<file path="src/rtl/pc_sequencer_if.sv">
// Fetch-stage sequencer bus: control and next-PC inputs plus the registered
// PC/status outputs exchanged between the fetch controller and pc_sequencer.
interface pc_sequencer_if;
  logic        start;
  logic        halt_req;
  logic        stall;
  logic        branch_en;
  logic        call_en;
  logic        ret_en;
  logic [9:0]  target;
  logic [9:0]  npc;
  logic [9:0]  pc;
  logic        running;
  logic        done;
  logic [15:0] icount;
  logic        stack_err;

  modport master (
    output start, halt_req, stall, branch_en, call_en, ret_en, target, npc,
    input  pc, running, done, icount, stack_err
  );

  modport slave (
    input  start, halt_req, stall, branch_en, call_en, ret_en, target, npc,
    output pc, running, done, icount, stack_err
  );
endinterface

</file>
<file path="src/rtl/pc_sequencer.sv">
// Program counter and next-PC sequencer with run/halt control and a saturating
// retired-instruction counter. Define PC_SEQ_CALL_STACK_EN for the return-address stack.
module pc_sequencer #(
  parameter int unsigned STACK_DEPTH = 4
) (
  input logic            clk,
  input logic            reset,
  pc_sequencer_if.slave  bus
);

  typedef enum logic [1:0] {
    ST_IDLE = 2'd0,
    ST_RUN  = 2'd1,
    ST_HALT = 2'd2
  } state_t;

  state_t      state_q, state_d;
  logic [9:0]  pc_q, pc_d;
  logic [15:0] icount_q, icount_d, icount_inc;
  logic        done_q, done_d;
  logic        err_q, err_d;

  assign icount_inc = (&icount_q) ? icount_q : icount_q + 16'd1;

`ifdef PC_SEQ_CALL_STACK_EN
  localparam int unsigned IdxW = $clog2(STACK_DEPTH);
  localparam int unsigned SpW  = IdxW + 1;
  localparam logic [SpW-1:0] Full = SpW'(STACK_DEPTH);

  logic [9:0]     stack_q [STACK_DEPTH];
  logic [9:0]     stack_d [STACK_DEPTH];
  logic [SpW-1:0] sp_q, sp_d;
  logic [IdxW-1:0] top_idx, push_idx;

  assign top_idx  = IdxW'(sp_q - SpW'(1));
  // A push onto a full stack lands on the current top entry.
  assign push_idx = (sp_q == Full) ? top_idx : IdxW'(sp_q);
`else
  logic unused_cfg;
  assign unused_cfg = ^{bus.ret_en, STACK_DEPTH[0]};
`endif

  always_comb begin
    // NOTE: every variable gets a default before the case so no latches are inferred.
    state_d  = state_q;
    pc_d     = pc_q;
    icount_d = icount_q;
    done_d   = 1'b0;
    err_d    = err_q;
`ifdef PC_SEQ_CALL_STACK_EN
    sp_d    = sp_q;
    stack_d = stack_q;
`endif
    case (state_q)
      ST_IDLE, ST_HALT: begin
        if (bus.start) begin
          state_d  = ST_RUN;
          pc_d     = '0;
          icount_d = '0;
          err_d    = 1'b0;
`ifdef PC_SEQ_CALL_STACK_EN
          sp_d     = '0;
`endif
        end
      end
      ST_RUN: begin
        if (bus.halt_req) begin
          state_d  = ST_HALT;
          done_d   = 1'b1;
          icount_d = icount_inc;
        end else if (!bus.stall) begin
          icount_d = icount_inc;
`ifdef PC_SEQ_CALL_STACK_EN
          if (bus.ret_en) begin
            if (sp_q == '0) begin
              pc_d  = bus.npc;
              err_d = 1'b1;
            end else begin
              pc_d = stack_q[top_idx];
              sp_d = sp_q - SpW'(1);
            end
          end else if (bus.call_en) begin
            pc_d              = bus.target;
            stack_d[push_idx] = bus.npc;
            if (sp_q == Full) err_d = 1'b1;
            else              sp_d  = sp_q + SpW'(1);
          end else if (bus.branch_en) begin
            pc_d = bus.target;
          end else begin
            pc_d = bus.npc;
          end
`else
          if (bus.call_en || bus.branch_en) pc_d = bus.target;
          else                              pc_d = bus.npc;
`endif
        end
      end
      default: state_d = ST_IDLE;
    endcase
  end

  // NOTE: sequential state uses non-blocking assignments only.
  always_ff @(posedge clk) begin
    if (reset) begin
      state_q  <= ST_IDLE;
      pc_q     <= '0;
      icount_q <= '0;
      done_q   <= 1'b0;
      err_q    <= 1'b0;
`ifdef PC_SEQ_CALL_STACK_EN
      sp_q     <= '0;
`endif
    end else begin
      state_q  <= state_d;
      pc_q     <= pc_d;
      icount_q <= icount_d;
      done_q   <= done_d;
      err_q    <= err_d;
`ifdef PC_SEQ_CALL_STACK_EN
      sp_q     <= sp_d;
`endif
    end
  end

`ifdef PC_SEQ_CALL_STACK_EN
  // NOTE: stack storage is not reset; sp_q alone defines which entries are valid.
  always_ff @(posedge clk) begin
    stack_q <= stack_d;
  end
`endif

  assign bus.pc        = pc_q;
  assign bus.running   = (state_q == ST_RUN);
  assign bus.done      = done_q;
  assign bus.icount    = icount_q;
  assign bus.stack_err = err_q;

endmodule
</file>
<file path="src/flat_wrapper.sv">
// flat-port wrapper written by rule: the top's interface ports become plain ports
module pc_sequencer_flat 
#(
  parameter int unsigned STACK_DEPTH = 4
)
  (clk, reset, bus_start, bus_halt_req, bus_stall, bus_branch_en, bus_call_en, bus_ret_en, bus_target, bus_npc, bus_pc, bus_running, bus_done, bus_icount, bus_stack_err);
  pc_sequencer_if bus_i ();
  input logic clk;
  input logic reset;
  input wire logic [$bits(bus_i.start)-1:0] bus_start;
  input wire logic [$bits(bus_i.halt_req)-1:0] bus_halt_req;
  input wire logic [$bits(bus_i.stall)-1:0] bus_stall;
  input wire logic [$bits(bus_i.branch_en)-1:0] bus_branch_en;
  input wire logic [$bits(bus_i.call_en)-1:0] bus_call_en;
  input wire logic [$bits(bus_i.ret_en)-1:0] bus_ret_en;
  input wire logic [$bits(bus_i.target)-1:0] bus_target;
  input wire logic [$bits(bus_i.npc)-1:0] bus_npc;
  output wire logic [$bits(bus_i.pc)-1:0] bus_pc;
  output wire logic [$bits(bus_i.running)-1:0] bus_running;
  output wire logic [$bits(bus_i.done)-1:0] bus_done;
  output wire logic [$bits(bus_i.icount)-1:0] bus_icount;
  output wire logic [$bits(bus_i.stack_err)-1:0] bus_stack_err;
  assign bus_i.start = bus_start;
  assign bus_i.halt_req = bus_halt_req;
  assign bus_i.stall = bus_stall;
  assign bus_i.branch_en = bus_branch_en;
  assign bus_i.call_en = bus_call_en;
  assign bus_i.ret_en = bus_ret_en;
  assign bus_i.target = bus_target;
  assign bus_i.npc = bus_npc;
  assign bus_pc = bus_i.pc;
  assign bus_running = bus_i.running;
  assign bus_done = bus_i.done;
  assign bus_icount = bus_i.icount;
  assign bus_stack_err = bus_i.stack_err;
  pc_sequencer #(.STACK_DEPTH(STACK_DEPTH)) u_core (.clk(clk), .reset(reset), .bus(bus_i));
endmodule
</file>
<file path="config.mk">
export PLATFORM = sky130hd
export DESIGN_NAME = pc_sequencer_flat
export DESIGN_NICKNAME = d
export VERILOG_FILES = /design/src/rtl/pc_sequencer_if.sv /design/src/rtl/pc_sequencer.sv /design/src/flat_wrapper.sv
export SDC_FILE = /design/constraint.sdc
export NUM_CORES = 1
export LEC_CHECK = 0
export CAP_MARGIN = 10
export CELL_PAD_IN_SITES_DETAIL_PLACEMENT = 1
export CELL_PAD_IN_SITES_GLOBAL_PLACEMENT = 1
export CORE_MARGIN = 10
export CORE_UTILIZATION = 34
export DETAILED_ROUTE_END_ITERATION = 6
export PLACE_DENSITY = 0.85
export SETUP_SLACK_MARGIN = 0.4
export SYNTH_ARGS = -nofsm -noshare
export SYNTH_HDL_FRONTEND = slang
export SYNTH_SLANG_ARGS = --single-unit
</file>
<file path="constraint.sdc">
create_clock -name clk -period 2.9 [get_ports clk]
set_input_delay 0.435 -clock clk [delete_from_list [all_inputs] [get_ports clk]]
set_output_delay 0.435 -clock clk [all_outputs]
set_load 0.1 [all_outputs]
</file>
* After elaboration in Yosys (flattened, before gate mapping)
Index checks and enable logic that the tools add are counted.
** Operators by class
- $add $sub $neg :: 1
- Eq/ne operators :: 7
- Multiplexer cells :: 14
- Bitwise operators :: 1
- Reductions and logical operators :: 9
** Operator list (count)
- 16-bit two-way mux :: 4
- 10-bit two-way mux :: 4
- 16-bit one-hot mux with 2 select lines :: 1
- 10-bit one-hot mux with 2 select lines :: 1
- 16-bit by 1-bit adder with 16-bit output, second input constant :: 1
- 16-bit AND reduction :: 1
- 2-bit != test, second input constant :: 4
- 2-bit two-way mux :: 2
- 2-bit one-hot mux with 2 select lines :: 1
- 4-bit AND reduction :: 1
- 2-bit OR reduction :: 2
- 3-bit != test, second input constant :: 1
- 3-bit AND reduction :: 1
- 2-bit by 1-bit equality test with 1-bit output, second input constant :: 1
- 2-bit equality test, second input constant :: 1
- 2-bit logical NOT :: 1
- 2-bit AND reduction :: 1
- 2-bit nonzero test :: 1
- 1-bit logical OR :: 1
- 1-bit two-way mux :: 1
- 1-bit NOT :: 1
** Storage, ports and cells
- Register bits :: 29
- Output and inout port bits :: 29
- Logic and storage cells :: 36

* Depth between registers and ports, before layout
- Depth in word-level cells :: 5
- Depth in mapped cells :: 8

* Worst setup path before layout
OpenSTA, ideal clock, no wires.
- Path type :: register -> register
- From :: register u_core.icount_q[1], in the netlist u_core.bus.icount[1]
- To :: register u_core.icount_q[12], in the netlist u_core.bus.icount[12]
- Library setup time :: 0.116 ns
- Data arrival time :: 2.334 ns
- Slack :: 0.450 ns
- Stages on the path, launching flop included :: 7
- Path buffers :: 0
- Clock period less this slack :: 2.450 ns
- Path through :: dfxtp_1 > ha_1 > nand3_2 > or3_4 > o21ai_0 > o211ai_1 > o21a_1
** Between the ends
- Longest elaborated chain between the ends :: 5
- Elaborated cells between the ends (all ways) :: 6
** RTL lines
- from (decl) :: line pc_sequencer.sv:19 : logic [15:0] icount_q, icount_d, icount_inc;
- from (signal assigned) :: line pc_sequencer.sv:116 : icount_q <= icount_d;
- 16-bit by 1-bit adder with 16-bit output or 16-bit AND reduction (tied branches) :: line pc_sequencer.sv:23 : assign icount_inc = (&icount_q) ? icount_q : icount_q + 16'd1;
- 16-bit two-way mux * :: line pc_sequencer.sv:23
- 16-bit two-way mux :: line pc_sequencer.sv:71 : end else if (!bus.stall) begin
- 16-bit two-way mux * :: line pc_sequencer.sv:67 : if (bus.halt_req) begin
- 16-bit one-hot mux with 2 select lines * :: line pc_sequencer.sv:54 : case (state_q)
Every way passes the cells marked *; elsewhere a longest branch is shown, timed or not. The select of a mux whose other input is x is not followed.
A chain may end at the register's enable or synchronous reset.

* Final worst setup path
- From :: register u_core.state_q[1]
- To :: register u_core.pc_q[2], in the netlist u_core.bus.pc[2]
** Between the ends
- Longest elaborated chain between the ends :: 4
- Elaborated cells between the ends (all ways) :: 10
** RTL lines
- from (decl) :: line pc_sequencer.sv:17 : state_t state_q, state_d;
- from (signal assigned) :: line pc_sequencer.sv:114 : state_q <= state_d;
- 2-bit equality test or 2-bit logical NOT (tied branches) :: line pc_sequencer.sv:54
- 2-bit OR reduction :: line pc_sequencer.sv:54
- 2-bit != test (no line) or 2-bit nonzero test (tied branches)
- 4-bit AND reduction (no line)
- to (signal assigned) :: line pc_sequencer.sv:115 : pc_q <= pc_d;
- to (decl) :: line pc_sequencer.sv:18 : logic [9:0] pc_q, pc_d;
Parallel ways exist; a longest one is shown, timed or not.

==> run summary <==
FINISH
------------------------------------------------------------------------------------------
Most frequent cells in the layout                                             sky130_fd_sc_hd__buf_4 (32), sky130_fd_sc_hd__dfxtp_1 (29), sky130_fd_sc_hd__clkdlybuf4s50_1 (26)
Area overhead of the layout relative to synthesis                                    37.7%
Most frequent standard cell in the layout excluding fill and tap cells        sky130_fd_sc_hd__buf_4
Total Nets Final                                                                       266
Share of the core filled with cells in the final layout                              48.7%
Layout cells sized above 1                                                           22.3%
Antenna Diode Count                                                                      0
Number of non-filler instances in the completed layout                                 290

PLACE
------------------------------------------------------------------------------------------
PortBufs                                                                                54
Final HPWL from detailed placement                                                 3710 um
Pre-CTS setup slack                                                               0.578 ns
Number of cells after detailed placement                                               282
Routability Congestion                                                               0.751

DETAILED ROUTING
------------------------------------------------------------------------------------------
First-pass DRT Iterations                                                                4
Final WL                                                                           5030 um
Number of vias after detailed routing                                                1,618
Routed wirelength normalized by instance count                                     17.3 um
Number of DRC markers in iteration 0                                                    53
Per-cell via count in the routed design                                               5.58
Post-detailed-route count of antenna-violating nets                                      0
Count of unresolved DRC violations after routing                                         0

CLOCK TREE
------------------------------------------------------------------------------------------
Clock edge transition at the registers on the reported setup and hold paths        0.06 ns
Sink count of the clock tree                                                            29
Clock buffer count from CTS                                                              5
H-tree levels                                                                            2
Library cell used as clock root buffer                                        sky130_fd_sc_hd__clkbuf_8
Post-CTS Hold Fix Bufs                                                                   0
Clock tree from TritonCTS                                                              yes
Post-CTS setup-driven buffer insertion count                                             0
Clk buf depth                                                                            2
Clock Latency Late Sink                                                            0.28 ns
Number of instances resized during post-cts repair                                       0

STATUS
------------------------------------------------------------------------------------------
Outcome                                                                       finished, final reports clean

DIE
------------------------------------------------------------------------------------------
Number of standard-cell rows in the floorplan                                           24
Effective utilization at floorplan                                                   35.4%
Area of the die                                                               0.00770 mm^2
Area of the core region                                                       0.00441 mm^2
Horizontal extent of the die                                                       87.8 um
Top-Level Pins                                                                          57
Height of the die                                                                  87.8 um

TIMING
------------------------------------------------------------------------------------------
Final WS setup                                                                    0.821 ns
Period minus WS final                                                              2.08 ns
Setup skew after layout                                                         0.00169 ns
Slew at the pin closest to its max-slew limit                                     0.729 ns
Relative slew margins                                                                51.4%
Fin. max-slew vios                                                                       0
Finish-stage setup viols                                                                 0
Highest clock rate                                                               0.481 GHz
Share of the cycle needed by the critical path after routing                         71.7%
Post-Route Setup TNS                                                                  0 ns
Final hold violation count                                                               0
Setup repair after global routing missed its margin                                  false

YOSYS
------------------------------------------------------------------------------------------
Post-synthesis cell count                                                              182
Flip-flop and latch count after synthesis                                               29
Synth Cell Area                                                               0.00156 mm^2
Number of flops mapped to enable cells by yosys                                          0
Adder-cell area share of the yosys netlist                                          0.801%
Most frequently used flop master after synthesis                              sky130_fd_sc_hd__dfxtp_1
XOR/XNOR Fraction of Synth Area                                                         0%
Compound-cell area share of the yosys netlist                                        23.8%
Post-synthesis simple-gate area fraction                                             25.5%
Main combinational cell family by area after synthesis                        simple AND/OR/NAND/NOR gates
Share of cell area taken by muxes after synthesis                                    7.13%
Syn nets                                                                               211
Number of warning messages in the yosys log                                              0
Count of unique library cells instantiated by Yosys                                     48
Proportion of synthesized flip-flops having asynchronous set or reset                   0%
Post-Syn Area per Cell                                                           8.58 um^2
Sequential area share after synthesis                                                37.2%

WORST SETUP PATH
------------------------------------------------------------------------------------------
Critical Path Sink Type                                                           register
Worst Setup Path Type                                                           reg -> reg
Critical path fanouts, max                                                              20
Launching point of the worst reg2reg path                                     u_core.state_q[1]
Worst reg2reg path endpoint                                                   u_core.bus.pc[2]
Launching element type of the critical path                                       register
Arrival time at the worst endpoint                                                 2.23 ns
Reg2reg setup slack                                                                0.82 ns
Register-to-Register Path Depth                                                          6
Required time of the worst setup path                                              3.05 ns

GLOBAL ROUTE
------------------------------------------------------------------------------------------
Overflow left after global routing                                                       0
Pin count of the biggest net entering global routing                                    24
Via count of the first global-routing pass                                           1,728
Number of antenna violations at the first check in global routing                        0
First-pass GRT wire length                                                         8170 um
Overall fraction of global-route tracks in use                                       13.3%

POWER AND IR DROP
------------------------------------------------------------------------------------------
P per Cell Area                                                                438 mW/mm^2
Leakage                                                                           0.799 nW
Overall power of the completed layout                                             0.941 mW
Maximum resistive drop on vdd                                                       163 uV

WORST HOLD PATH
------------------------------------------------------------------------------------------
Hold Crit Class                                                                 reg -> reg
Hold depth                                                                               2
Hold Path Origin                                                              u_core.bus.pc[1]
Hold endpoint                                                                 u_core.bus.pc[1]

FLOW RUN
------------------------------------------------------------------------------------------
Maximum capacitance violations                                                           0

[cell families (layout without fill, tap and decap cells)]
logic type,after synthesis,count (layout)
mux,11,11
buf+inv,14,70
compound gates,52,52
flops,29,29
fa+ha+maj,1,1
other cells,1,1
simple gates,74,74
[worst max-delay path: stages, from the launching register on]
cell,delay (ns)
sky130_fd_sc_hd__dfxtp_1,0.31
sky130_fd_sc_hd__nand2b_1,0.37
sky130_fd_sc_hd__buf_4,0.28
sky130_fd_sc_hd__o31a_1,0.62
sky130_fd_sc_hd__nor3_1,0.12
sky130_fd_sc_hd__a21oi_1,0.16
sky130_fd_sc_hd__nor2_1,0.09
[cell usage after synthesis, types with 3 or more instances]
master	number	area, um^2
sky130_fd_sc_hd__dfxtp_1	29	581
sky130_fd_sc_hd__nor2_1	20	75.1
sky130_fd_sc_hd__a21oi_1	16	80.1
sky130_fd_sc_hd__nand2_1	13	48.8
sky130_fd_sc_hd__nor3_1	13	65.1
sky130_fd_sc_hd__mux2i_1	10	100
sky130_fd_sc_hd__o21ai_0	8	40.0
sky130_fd_sc_hd__clkbuf_1	6	22.5
sky130_fd_sc_hd__nand3_1	6	30.0
sky130_fd_sc_hd__a31oi_1	4	25.0
sky130_fd_sc_hd__a311oi_2	3	45.0
sky130_fd_sc_hd__and3_1	3	18.8
sky130_fd_sc_hd__inv_1	3	11.3
sky130_fd_sc_hd__nand2b_1	3	18.8
[per-stage QoR]
| step | hold slack (ns) | area [um^2] |
|---|---|---|
| 2_1_floorplan | 0.550 | 1560 |
| 3_3_place_gp | 0.470 | 2070 |
| 3_5_place_dp | 0.487 | 2070 |
| 4_1_cts | 0.507 | 2150 |
| 5_1_grt | 0.546 | 2150 |
| 6_report | 0.500 | 2150 |
[state kept, by name, summed over array words and instances (netlist names)]
register,cells
u_core.bus.pc,10
u_core.state_q,2
u_core.bus.done,1
u_core.bus.icount,16
[worst max-delay path by stage]
stage	cells after the start	to	slack (ns)	start
finish	6	u_core.bus.pc[2]	0.82	u_core.state_q[1]
global route	6	u_core.bus.pc[8]	0.61	u_core.state_q[1]
CTS	6	u_core.bus.pc[2]	0.79	u_core.state_q[1]
detailed placement	6	u_core.bus.icount[9]	0.58	bus_halt_req
global placement	6	u_core.bus.icount[9]	0.62	bus_halt_req
floorplan	6	u_core.bus.icount[12]	0.45	u_core.bus.icount[1]
[where the power goes]
part           leakage, nW  internal (mW)  switching [mW]  total (mW)
combinational        0.525         0.0736           0.136       0.210
sequential           0.234          0.407         0.00663       0.414
clock               0.0395          0.170           0.148       0.318
[area by class of cell]
cell class | instances | area [um^2]
fill | 529 | 2260
clock buffer | 8 | 80.1
tap | 52 | 65.1
multi-input combinational | 139 | 897
inverter | 4 | 27.5
timing repair buffer | 58 | 500
sequential | 29 | 581
[routing by layer]
metal	vias up	track usage (%)	share of wire (%)
li1	779	-	-
met1	771	14.0	40
met2	55	22.3	48
met3	13	5.66	9.2
met4	0	6.38	2.7
met5	-	0	0
Note: power is estimated with default switching activity, not from simulation.
